==> src/rtl/rv32i_wb_uart_pkg.sv <==
`default_nettype none
// +-----------------------------------------------------------------------+
// | rv32i_wb_uart_pkg                                                     |
// | Shared types and framing constants for the writeback UART tracer.     |
// | Revision: 1.0                                                         |
// +-----------------------------------------------------------------------+
package rv32i_wb_uart_pkg;

  typedef enum logic [1:0] {
    IDLE  = 2'd0,
    START = 2'd1,
    DATA  = 2'd2,
    STOP  = 2'd3
  } tx_state_e;

  localparam int BITS_PER_BYTE  = 8;
  localparam int BYTES_PER_WORD = 2;

  // Bytes leave the word high byte first.
  function automatic logic [BITS_PER_BYTE-1:0] word_byte(
    input logic [BITS_PER_BYTE*BYTES_PER_WORD-1:0] word,
    input logic                                    low_sel
  );
    return low_sel ? word[BITS_PER_BYTE-1:0] : word[2*BITS_PER_BYTE-1:BITS_PER_BYTE];
  endfunction

endpackage
`default_nettype wire

==> src/rtl/rv32i_wb_fifo.sv <==
`default_nettype none
// +-----------------------------------------------------------------------+
// | rv32i_wb_fifo                                                         |
// | Synchronous FIFO with occupancy count; push accepted when full if a   |
// | pop happens in the same cycle.                                        |
// | Revision: 1.0                                                         |
// +-----------------------------------------------------------------------+
module rv32i_wb_fifo
  import rv32i_wb_uart_pkg::*;
#(
  parameter  int DATA_W = 16,
  parameter  int DEPTH  = 8,
  localparam int AW     = $clog2(DEPTH),
  localparam int CW     = AW + 1
) (
  input  logic              clk,
  input  logic              rst,
  input  logic              i_push,
  input  logic [DATA_W-1:0] i_wdata,
  input  logic              i_pop,
  output logic [DATA_W-1:0] o_rdata,
  output logic              o_full,
  output logic              o_empty,
  output logic [CW-1:0]     o_count
);

  localparam logic [CW-1:0] c_DEPTH = CW'(DEPTH);

  logic [DATA_W-1:0] r_mem [DEPTH];
  logic [AW-1:0]     r_wr_ptr;
  logic [AW-1:0]     r_rd_ptr;
  logic [CW-1:0]     r_count;

  logic w_full;
  logic w_empty;
  logic w_do_push;
  logic w_do_pop;

  assign w_full    = (r_count == c_DEPTH);
  assign w_empty   = (r_count == '0);
  assign w_do_pop  = i_pop & ~w_empty;
  // A full FIFO still takes a word when the head leaves on the same edge.
  assign w_do_push = i_push & (~w_full | w_do_pop);

  always_ff @(posedge clk) begin
    if (w_do_push) begin
      r_mem[r_wr_ptr] <= i_wdata;
    end
  end

  always_ff @(posedge clk or posedge rst) begin
    if (rst) begin
      r_wr_ptr <= '0;
      r_rd_ptr <= '0;
      r_count  <= '0;
    end else begin
      if (w_do_push) begin
        r_wr_ptr <= r_wr_ptr + AW'(1);
      end
      if (w_do_pop) begin
        r_rd_ptr <= r_rd_ptr + AW'(1);
      end
      case ({w_do_push, w_do_pop})
        2'b10:   r_count <= r_count + CW'(1);
        2'b01:   r_count <= r_count - CW'(1);
        default: r_count <= r_count;
      endcase
    end
  end

  assign o_rdata = r_mem[r_rd_ptr];
  assign o_full  = w_full;
  assign o_empty = w_empty;
  assign o_count = r_count;

endmodule
`default_nettype wire

==> src/rtl/rv32i_wb_uart_tx.sv <==
`default_nettype none
// +-----------------------------------------------------------------------+
// | rv32i_wb_uart_tx                                                      |
// | Captures changes on the core writeback bus and streams each word as   |
// | two 8N1 UART bytes (high byte first) on a single pad.                 |
// | Revision: 1.0                                                         |
// +-----------------------------------------------------------------------+
module rv32i_wb_uart_tx
  import rv32i_wb_uart_pkg::*;
#(
  parameter  int DATA_W     = 16,
  parameter  int FIFO_DEPTH = 8,
  parameter  int CLK_DIV    = 868,
  localparam int CNT_W      = $clog2(FIFO_DEPTH) + 1
) (
  input  logic              clk,
  input  logic              RN,
  input  logic [DATA_W-1:0] wb_out,
  input  logic              capture_en,
  input  logic              clr_ovf,
  output logic              tx,
  output logic              tx_oeb,
  output logic              busy,
  output logic              overflow,
  output logic [CNT_W-1:0]  fifo_count
);

  localparam int BAUD_W = (CLK_DIV > 2) ? $clog2(CLK_DIV) : 1;
  localparam logic [BAUD_W-1:0] c_BAUD_RELOAD = BAUD_W'(CLK_DIV - 1);
  localparam logic [2:0]        c_LAST_BIT    = 3'(BITS_PER_BYTE - 1);

  logic [DATA_W-1:0] r_prev;
  logic              r_prev_valid;
  logic              r_ovf;

  tx_state_e         r_state;
  logic [BAUD_W-1:0] r_baud;
  logic [2:0]        r_bit_idx;
  logic              r_byte_sel;
  logic [DATA_W-1:0] r_shreg;

  logic              w_push;
  logic              w_pop;
  logic              w_full;
  logic              w_empty;
  logic [DATA_W-1:0] w_rdata;
  logic [CNT_W-1:0]  w_count;
  logic              w_baud_zero;
  logic [7:0]        w_cur_byte;
  logic              w_tx;

  assign w_push      = capture_en & (~r_prev_valid | (wb_out != r_prev));
  assign w_pop       = (r_state == IDLE) & ~w_empty;
  assign w_baud_zero = (r_baud == '0);
  assign w_cur_byte  = word_byte(r_shreg, r_byte_sel);

  rv32i_wb_fifo #(
    .DATA_W (DATA_W),
    .DEPTH  (FIFO_DEPTH)
  ) u_fifo (
    .clk     (clk),
    .rst     (RN),
    .i_push  (w_push),
    .i_wdata (wb_out),
    .i_pop   (w_pop),
    .o_rdata (w_rdata),
    .o_full  (w_full),
    .o_empty (w_empty),
    .o_count (w_count)
  );

  always_ff @(posedge clk or posedge RN) begin
    if (RN) begin
      r_prev       <= '0;
      r_prev_valid <= 1'b0;
    end else if (capture_en) begin
      r_prev       <= wb_out;
      r_prev_valid <= 1'b1;
    end
  end

  // A drop sets the flag even when a clear arrives on the same edge.
  always_ff @(posedge clk or posedge RN) begin
    if (RN) begin
      r_ovf <= 1'b0;
    end else if (w_push & w_full & ~w_pop) begin
      r_ovf <= 1'b1;
    end else if (clr_ovf) begin
      r_ovf <= 1'b0;
    end
  end

  always_ff @(posedge clk or posedge RN) begin
    if (RN) begin
      r_state    <= IDLE;
      r_baud     <= '0;
      r_bit_idx  <= '0;
      r_byte_sel <= 1'b0;
      r_shreg    <= '0;
    end else begin
      case (r_state)
        IDLE: begin
          if (!w_empty) begin
            r_shreg    <= w_rdata;
            r_byte_sel <= 1'b0;
            r_baud     <= c_BAUD_RELOAD;
            r_state    <= START;
          end
        end
        START: begin
          if (w_baud_zero) begin
            r_baud    <= c_BAUD_RELOAD;
            r_bit_idx <= '0;
            r_state   <= DATA;
          end else begin
            r_baud <= r_baud - BAUD_W'(1);
          end
        end
        DATA: begin
          if (w_baud_zero) begin
            r_baud <= c_BAUD_RELOAD;
            if (r_bit_idx == c_LAST_BIT) begin
              r_state <= STOP;
            end else begin
              r_bit_idx <= r_bit_idx + 3'd1;
            end
          end else begin
            r_baud <= r_baud - BAUD_W'(1);
          end
        end
        STOP: begin
          if (w_baud_zero) begin
            if (!r_byte_sel) begin
              r_byte_sel <= 1'b1;
              r_baud     <= c_BAUD_RELOAD;
              r_state    <= START;
            end else begin
              r_state <= IDLE;
            end
          end else begin
            r_baud <= r_baud - BAUD_W'(1);
          end
        end
        default: r_state <= IDLE;
      endcase
    end
  end

  // Line level is a pure decode of registered state, so reset drives it high at once.
  always_comb begin
    w_tx = 1'b1;
    case (r_state)
      START:   w_tx = 1'b0;
      DATA:    w_tx = w_cur_byte[r_bit_idx];
      default: w_tx = 1'b1;
    endcase
  end

  assign tx         = w_tx;
  assign tx_oeb     = 1'b0;
  assign busy       = (r_state != IDLE) | ~w_empty;
  assign overflow   = r_ovf;
  assign fifo_count = w_count;

endmodule
`default_nettype wire
==> config.mk <==
export PLATFORM = sky130hd
export DESIGN_NAME = rv32i_wb_uart_tx
export DESIGN_NICKNAME = d
export VERILOG_FILES = /design/src/rtl/rv32i_wb_uart_pkg.sv /design/src/rtl/rv32i_wb_fifo.sv /design/src/rtl/rv32i_wb_uart_tx.sv
export SDC_FILE = /design/constraint.sdc
export NUM_CORES = 1
export LEC_CHECK = 0
export ABC_CLOCK_PERIOD_IN_PS = 6900
export BUFFER_PORTS_ARGS = -buffer_cell sky130_fd_sc_hd__buf_2
export CAP_MARGIN = 20
export CORE_MARGIN = 5
export CORE_UTILIZATION = 35
export DETAILED_ROUTE_END_ITERATION = 8
export PLACE_DENSITY = 0.51
export SLEW_MARGIN = 15
export SYNTH_ARGS = -nofsm -noshare
export SYNTH_HDL_FRONTEND = slang
export SYNTH_HIERARCHICAL = 1
export SYNTH_SLANG_ARGS = --single-unit
==> constraint.sdc <==
create_clock -name clk -period 6.9 [get_ports clk]
set_clock_uncertainty 0.2 [all_clocks]
set_input_delay 0.345 -clock clk [delete_from_list [all_inputs] [get_ports clk]]
set_output_delay 0.345 -clock clk [all_outputs]
set_load 0.005 [all_outputs]
# Word level (Yosys, flattened, before mapping)
# Memories as Yosys holds them, arrays and structs flattened. A register that Yosys moved wholly into a read port is not among the register bits.
# Cells that the tools add are included.
dict set report totals {
  register_bits 44
  latch_bits 0
  mem_bits_rw 128
  rom_bits 0
  output_inout_bits 8
  wordCells 88
  mem_count 1
}
dict set report op_classes {
  addsub 6
  multipliers 0
  div_mod_pow 0
  magnitude_cmp 1
  eq_ne 15
  shifts 0
  mux 28
  bitwise 13
  n_reduce_logical 14
}
# memory depth word_bits read_ports rd_ports_with_merged_regs write_ports line
set mem_list {}
lappend mem_list {u_fifo.r_mem 8 16 1 1 1 rv32i_wb_fifo.sv:29} ;# logic [DATA_W-1:0] r_mem [DEPTH];
# operator count
set ops {}
lappend ops {{$mux 10} 4}
lappend ops {{$pmux 10 s3} 1}
lappend ops {{$ne 16x16->1} 1}
lappend ops {{$ne 2x2->1 const B} 6}
lappend ops {{$logic_not 10->1} 1}
lappend ops {{$mux 2} 5}
lappend ops {{$reduce_bool 2->1} 5}
lappend ops {{$sub 10x1->10 const B} 1}
lappend ops {{$add 3x1->3 const B} 3}
lappend ops {{$mux 3} 3}
lappend ops {{$mux 1} 8}
lappend ops {{$mux 8} 1}
lappend ops {{$pmux 2 s4} 1}
lappend ops {{$pmux 4 s2} 1}
lappend ops {{$and 1x1->1} 6}
lappend ops {{$eq 2x2->1 const B} 3}
lappend ops {{$pmux 3 s2} 1}
lappend ops {{$reduce_and 5->1} 1}
lappend ops {{$add 4x1->4 const B} 1}
lappend ops {{$eq 2x1->1 const B} 2}
lappend ops {{$eq 4x4->1 const B} 1}
lappend ops {{$logic_not 4->1} 1}
lappend ops {{$lt 3x4->1 const B} 1}
lappend ops {{$not 1->1} 4}
lappend ops {{other kinds (11)} 15}

# Longest topological paths before layout
dict set report logic_depth {
  depth_word 8
  depth_mapped 14
  ltp_nobuf 12
}

# By module
# The synthesis kept the hierarchy.
# module n_inst cells_per_inst area_per_inst_um2 seq_area_each_um2
set by_module_without_submodules {}
lappend by_module_without_submodules {rv32i_wb_fifo 1 258 5535.3 4093.9}
lappend by_module_without_submodules {rv32i_wb_uart_tx 1 218 2645.0 1251.2}

# Worst setup path before layout
# No wires, ideal clock.
dict set report synth_path {
  path_type {reg-to-reg}
  from {register u_fifo.r_count[1], in the netlist u_fifo/o_count[1]}
  to {memory u_fifo.r_mem[0][0], enable pin}
  setup_ns 0.409
  t_arrival_ns 3.151
  t_required_ns 6.291
  slack_ns 3.139
  stages_incl_launch_ff 11
  path_buffers 2
  period_less_slack_ns 3.761
  path_cell_list {dfrtp_1 or3_1 buf_6 nor2_1 nand2b_1 inv_2 buf_1 nand2b_1 o21a_1 nand2b_1 nor3_1}
}
dict set report synth_between {
  elab_chain_len 8
  word_cells_on_any_way 10
  classes_between {eq/ne: 1; mux: 2; bitwise: 6; reduce/logical: 1}
}
# element line
set synth_rtl {}
lappend synth_rtl {{start, declared} rv32i_wb_fifo.sv:32} ;# logic [CW-1:0] r_count;
lappend synth_rtl {{start signal, assigned} rv32i_wb_fifo.sv:64} ;# 2'b10: r_count <= r_count + CW'(1);
lappend synth_rtl {{start signal, assigned} rv32i_wb_fifo.sv:65} ;# 2'b01: r_count <= r_count - CW'(1);
lappend synth_rtl {{start signal, assigned} rv32i_wb_fifo.sv:66} ;# default: r_count <= r_count;
lappend synth_rtl {{$logic_not 4->1} rv32i_wb_fifo.sv:40} ;# assign w_empty = (r_count == '0);
lappend synth_rtl {{named net w_empty} rv32i_wb_uart_tx.sv:45} ;# logic w_empty;
lappend synth_rtl {{$not 1->1 (no line)} -}
lappend synth_rtl {{$and 1x1->1} rv32i_wb_uart_tx.sv:53} ;# assign w_pop = (r_state == IDLE) & ~w_empty;
lappend synth_rtl {{named net w_pop} rv32i_wb_uart_tx.sv:43} ;# logic w_pop;
lappend synth_rtl {{$and 1x1->1} rv32i_wb_fifo.sv:41} ;# assign w_do_pop = i_pop & ~w_empty;
lappend synth_rtl {{$or 1x1->1} rv32i_wb_fifo.sv:43} ;# assign w_do_push = i_push & (~w_full | w_do_pop);
lappend synth_rtl {{$and 1x1->1} rv32i_wb_fifo.sv:43}
lappend synth_rtl {{$mux 1} rv32i_wb_fifo.sv:46} ;# if (w_do_push) begin
lappend synth_rtl {{$mux 1 (implied by the code)} rv32i_wb_fifo.sv:47} ;# r_mem[r_wr_ptr] <= i_wdata;
lappend synth_rtl {{end, declared} rv32i_wb_fifo.sv:29}
# The timed path passes the listed nets, and every way through them passes these cells.

# Final worst setup path
dict set report layout_path {
  from {input wb_out[11]}
  to {register u_fifo.r_count[3], in the netlist u_fifo/o_count[3]}
}
dict set report layout_between {
  elab_chain_len 6
  word_cells_on_any_way 8
  classes_between {eq/ne: 3; mux: 1; bitwise: 3; reduce/logical: 1}
}
# element line
set layout_rtl {}
lappend layout_rtl {{start, declared} rv32i_wb_uart_tx.sv:18} ;# input logic [DATA_W-1:0] wb_out,
lappend layout_rtl {{$ne 16x16->1 (*)} rv32i_wb_uart_tx.sv:52} ;# assign w_push = capture_en & (~r_prev_valid | (wb_out != r_prev));
lappend layout_rtl {{$or 1x1->1 (*)} rv32i_wb_uart_tx.sv:52}
lappend layout_rtl {{$and 1x1->1 (*)} rv32i_wb_uart_tx.sv:52}
lappend layout_rtl {{named net w_push} rv32i_wb_uart_tx.sv:42} ;# logic w_push;
lappend layout_rtl {{$and 1x1->1 (*)} rv32i_wb_fifo.sv:43}
lappend layout_rtl {{$eq 2x1->1 / $eq 2x2->1 (equally long branches)} rv32i_wb_fifo.sv:63} ;# case ({w_do_push, w_do_pop})
lappend layout_rtl {{$pmux 4 s2 / $reduce_bool 2->1 (equally long branches)} -}
# The timed path passes the listed nets; every way through them passes the cells marked *.
# A chain may end at the register's enable or synchronous reset.

==> flow_summary.yaml <==
cells_and_area:
  regArea_sq_um: 5350
  multiInputGateArea_sq_um: 2640
  area_growth_pct: 13.6
  layout.nets: 546
  drive_above_1_share_pct: 31.9
  num-fill-cells: 2165
  final_util_pct: 39.9
timing:
  fin_crit_sh_pct: 52.8
  fmax_ghz: 0.275
  timing.slew.headroom_pct: 32.7
  tns_ns: 0
  rsz0062_at_grt: "false"
  min_period_ns: 3.64
  drv_slew: 0
  hold_viol: 0
  tightest_slew_ns: 0.996
  setup-violations-final: 0
  layout_setup_ws_ns: 3.26
synth:
  muxShareOfSynthArea_pct: 18.2
  synth_cell_types: 63
  yosysMostFrequentCell: "edfxtp_1"
  synthXorXnorAreaFrac_pct: 2.68
  ys_ff_latch: 188
  synth.top_cell.area_share_pct: 47.0
  ys.warnings.count: 6
  yosys.area_share.adder_pct: 2.08
  ys_seq_area_share_pct: 65.3
  synth_top_family_by_area: "multiplexers"
  synth_ff_type: "edfxtp_1"
  yosysTopAreaCell: "edfxtp_1"
  synth_simple_gate_area_share_pct: 5.06
  ys_top_cells_by_area: "edfxtp_1 47%, dfrtp_1 18%, mux4_2 7.4%"
  synth-edff-count: 128
  syn-num-nets: 509
  async_reset_ff_share_pct: 31.9
  ys_top_cells_by_count: "128 x edfxtp_1, 60 x dfrtp_1, 51 x mux2_2"
  syn_inst: 476
  syn-cell-area_sq_um: 8180
  syn_avg_cell_area_sq_um: 17.2
  synth_compound_area_share_pct: 4.10
route:
  viasPerCell: 4.98
  wl_per_cell_microns: 19.3
  routed_wl_mm: 16.4
  ant_nets: 0
  route.detailed.drc: 0
  first_pass_iters: 4
  drtIter0Drc: 182
  vias: 4214
global_route:
  grt_pass1_vias: 4331
  overflow: 0
  grt_pass1_wl_mm: 25.5
  grt_max_degree: 51
  antenna_found_initial: 3
  grtUsageTotal_pct: 12.9
critical_path:
  regToRegSetupSlack_ns: 3.37
  rr_endpoint: "u_fifo/o_count[3]"
  cp_max_fo: 10
  worstPathArrival_ns: 3.80
  path_class: "in -> reg"
  r2r_cells: 10
  cp.required_ns: 7.06
  end_kind: "flip-flop"
  start_kind: "input port"
  worstReg2RegStart: "r_prev[1]"
cts:
  clk_pin_slew_ns: 0.07
  worstSkewPairLatency_ns: 0.43
  cts_resized: 0
  cts_tree: "built"
  cts-root-buf: "clkbuf_16"
  clockBufferDepth: 2
  h-tree-depth: 4
  clock-sinks: 188
  numCtsBuffers: 17
pwr:
  cellPowerDensity_nw_per_um2: 292
  leakagePower_nw: 3.29
  power_mw: 2.72
  vdd_drop_max_v: 0.000187
hold_path:
  holdPathStages: 1
  min_to: "u_fifo/r_mem[2][9]"
  hp-start: "wb_out[9]"
  hold_class: "in -> reg"
floorplanning:
  row_count: 56
  die_area_sq_um: 26500
  initial_utilization_pct: 35.2
  io_pins: 28
  die_x_microns: 163
  core_sq_um: 23300
  die_h_microns: 163
placed_design:
  finalWeightedCongestion: 0.721
  place_ws_ns: 3.21
  place_hpwl_mm: 10.2
  place.port_buffers: 26
outcome:
  outcome: "complete, no violations"
run:
  drv_cap: 0
how the worst max path moves through the flow:
| stage | from | end | slack [ns] | depth (start not counted) |
|---|---|---|---|---|
| after detailed placement | wb_out[6] | u_fifo/o_count[3] | 3.21 | 12 |
| after global placement | wb_out[1] | u_fifo/o_count[3] | 3.30 | 11 |
| after global routing | wb_out[11] | u_fifo/o_count[3] | 3.06 | 13 |
| final | wb_out[11] | u_fifo/o_count[3] | 3.26 | 13 |
| after CTS | wb_out[11] | u_fifo/o_count[3] | 3.23 | 13 |
| after floorplan | u_fifo/o_count[1] | u_fifo/r_mem[0][0] | 3.14 | 10 |
what timing repair did:
item	CTS	global route
buffers inserted	0	0
hold buffers	3	0
hold endpoints to repair	69	0
per-stage QoR:
| stage | area (sq um) | instances | hold slack (ns) |
|---|---|---|---|
| 2_1_floorplan | 8180 | 476 | -0.0148 |
| 3_3_place_gp | 8660 | 810 | 0.183 |
| 3_5_place_dp | 8660 | 810 | 0.196 |
| 4_1_cts | 9290 | 845 | 0.00555 |
| 5_1_grt | 9290 | 846 | 0.00627 |
| 6_report | 9290 | 846 | 0.0218 |
cells in the final DEF, fill, tap and decap left out, drive strengths merged, types with 2 or more instances in the layout:
cell and n:
nor4 3, nor2 21, o21a 2, a22oi 4, and2 2, xor2 8
clkbuf 17, ha 12, a31oi 5, nor3 6, dlygate4sd3 3, mux2 53
edfxtp 128, or3 3, a211oi 2, a31o 3, nand2b 7, clkinv 6
inv 25, buf 36, dfrtp 60, mux4 37, and4 2, a21oi 9
o21ai 7, nand4 3, or2 3, o311ai 2, mux2i 2, xnor2 17
clkinvlp 2, o2bb2ai 2, nand2 11, nand3 5
where the power goes:
| group | internal, mW | total, mW | leakage (nW) | switching [mW] |
|---|---|---|---|---|
| clock | 0.489 | 0.960 | 0.285 | 0.472 |
| combinational | 0.141 | 0.345 | 1.15 | 0.204 |
| sequential | 1.36 | 1.41 | 1.86 | 0.0559 |
logic make-up (layout without fill, tap and decap cells):
| family | after synthesis | in the layout |
|---|---|---|
| flops | 188 | 188 |
| mux | 92 | 92 |
| simple gates | 74 | 74 |
| compound gates | 44 | 44 |
| buf+inv | 39 | 89 |
| xor+xnor | 25 | 25 |
| fa+ha+maj | 13 | 13 |
| other cells | 1 | 2 |
layout make-up:
type / instances / area share [%]
Tap cell: 319 / 4.30
Sequential cell: 188 / 57.6
Inverter: 18 / 0.727
Clock buffer: 17 / 4.58
Multi-Input combinational cell: 249 / 28.5
Clock inverter: 15 / 1.80
Antenna cell: 1 / 0.0269
Timing Repair Buffer: 39 / 2.53
registers in the layout, indices dropped and copies added, names as in the netlist:
name	cells
u_fifo/o_count	4
u_fifo/r_rd_ptr	3
r_byte_sel	1
r_prev	16
u_fifo/r_wr_ptr	3
overflow	1
r_shreg	16
u_fifo/r_mem	128
r_prev_valid	1
r_state	2
r_baud	10
r_bit_idx	3
routing by layer:
metal | global-route usage, % | vias to the layer above | share of wire [%]
met4 | 3.16 | 4 | 0.91
met3 | 3.70 | 14 | 2.6
met1 | 16.5 | 2227 | 45
met5 | 0 | - | 0.17
li1 | - | 1923 | -
met2 | 21.8 | 46 | 51
worst max-delay path, stage by stage:
cell	delay [ns]
dlygate4sd3_1	0.53
buf_2	0.17
xnor2_1	0.14
nand3_1	0.14
nor3_1	0.31
a41oi_1	0.49
or2_2	0.49
inv_1	0.09
ha_1	0.23
a211o_1	0.31
nand3_1	0.10
mux2_2	0.35
nand3b_1	0.08
Note: power is estimated with default switching activity, not from simulation.
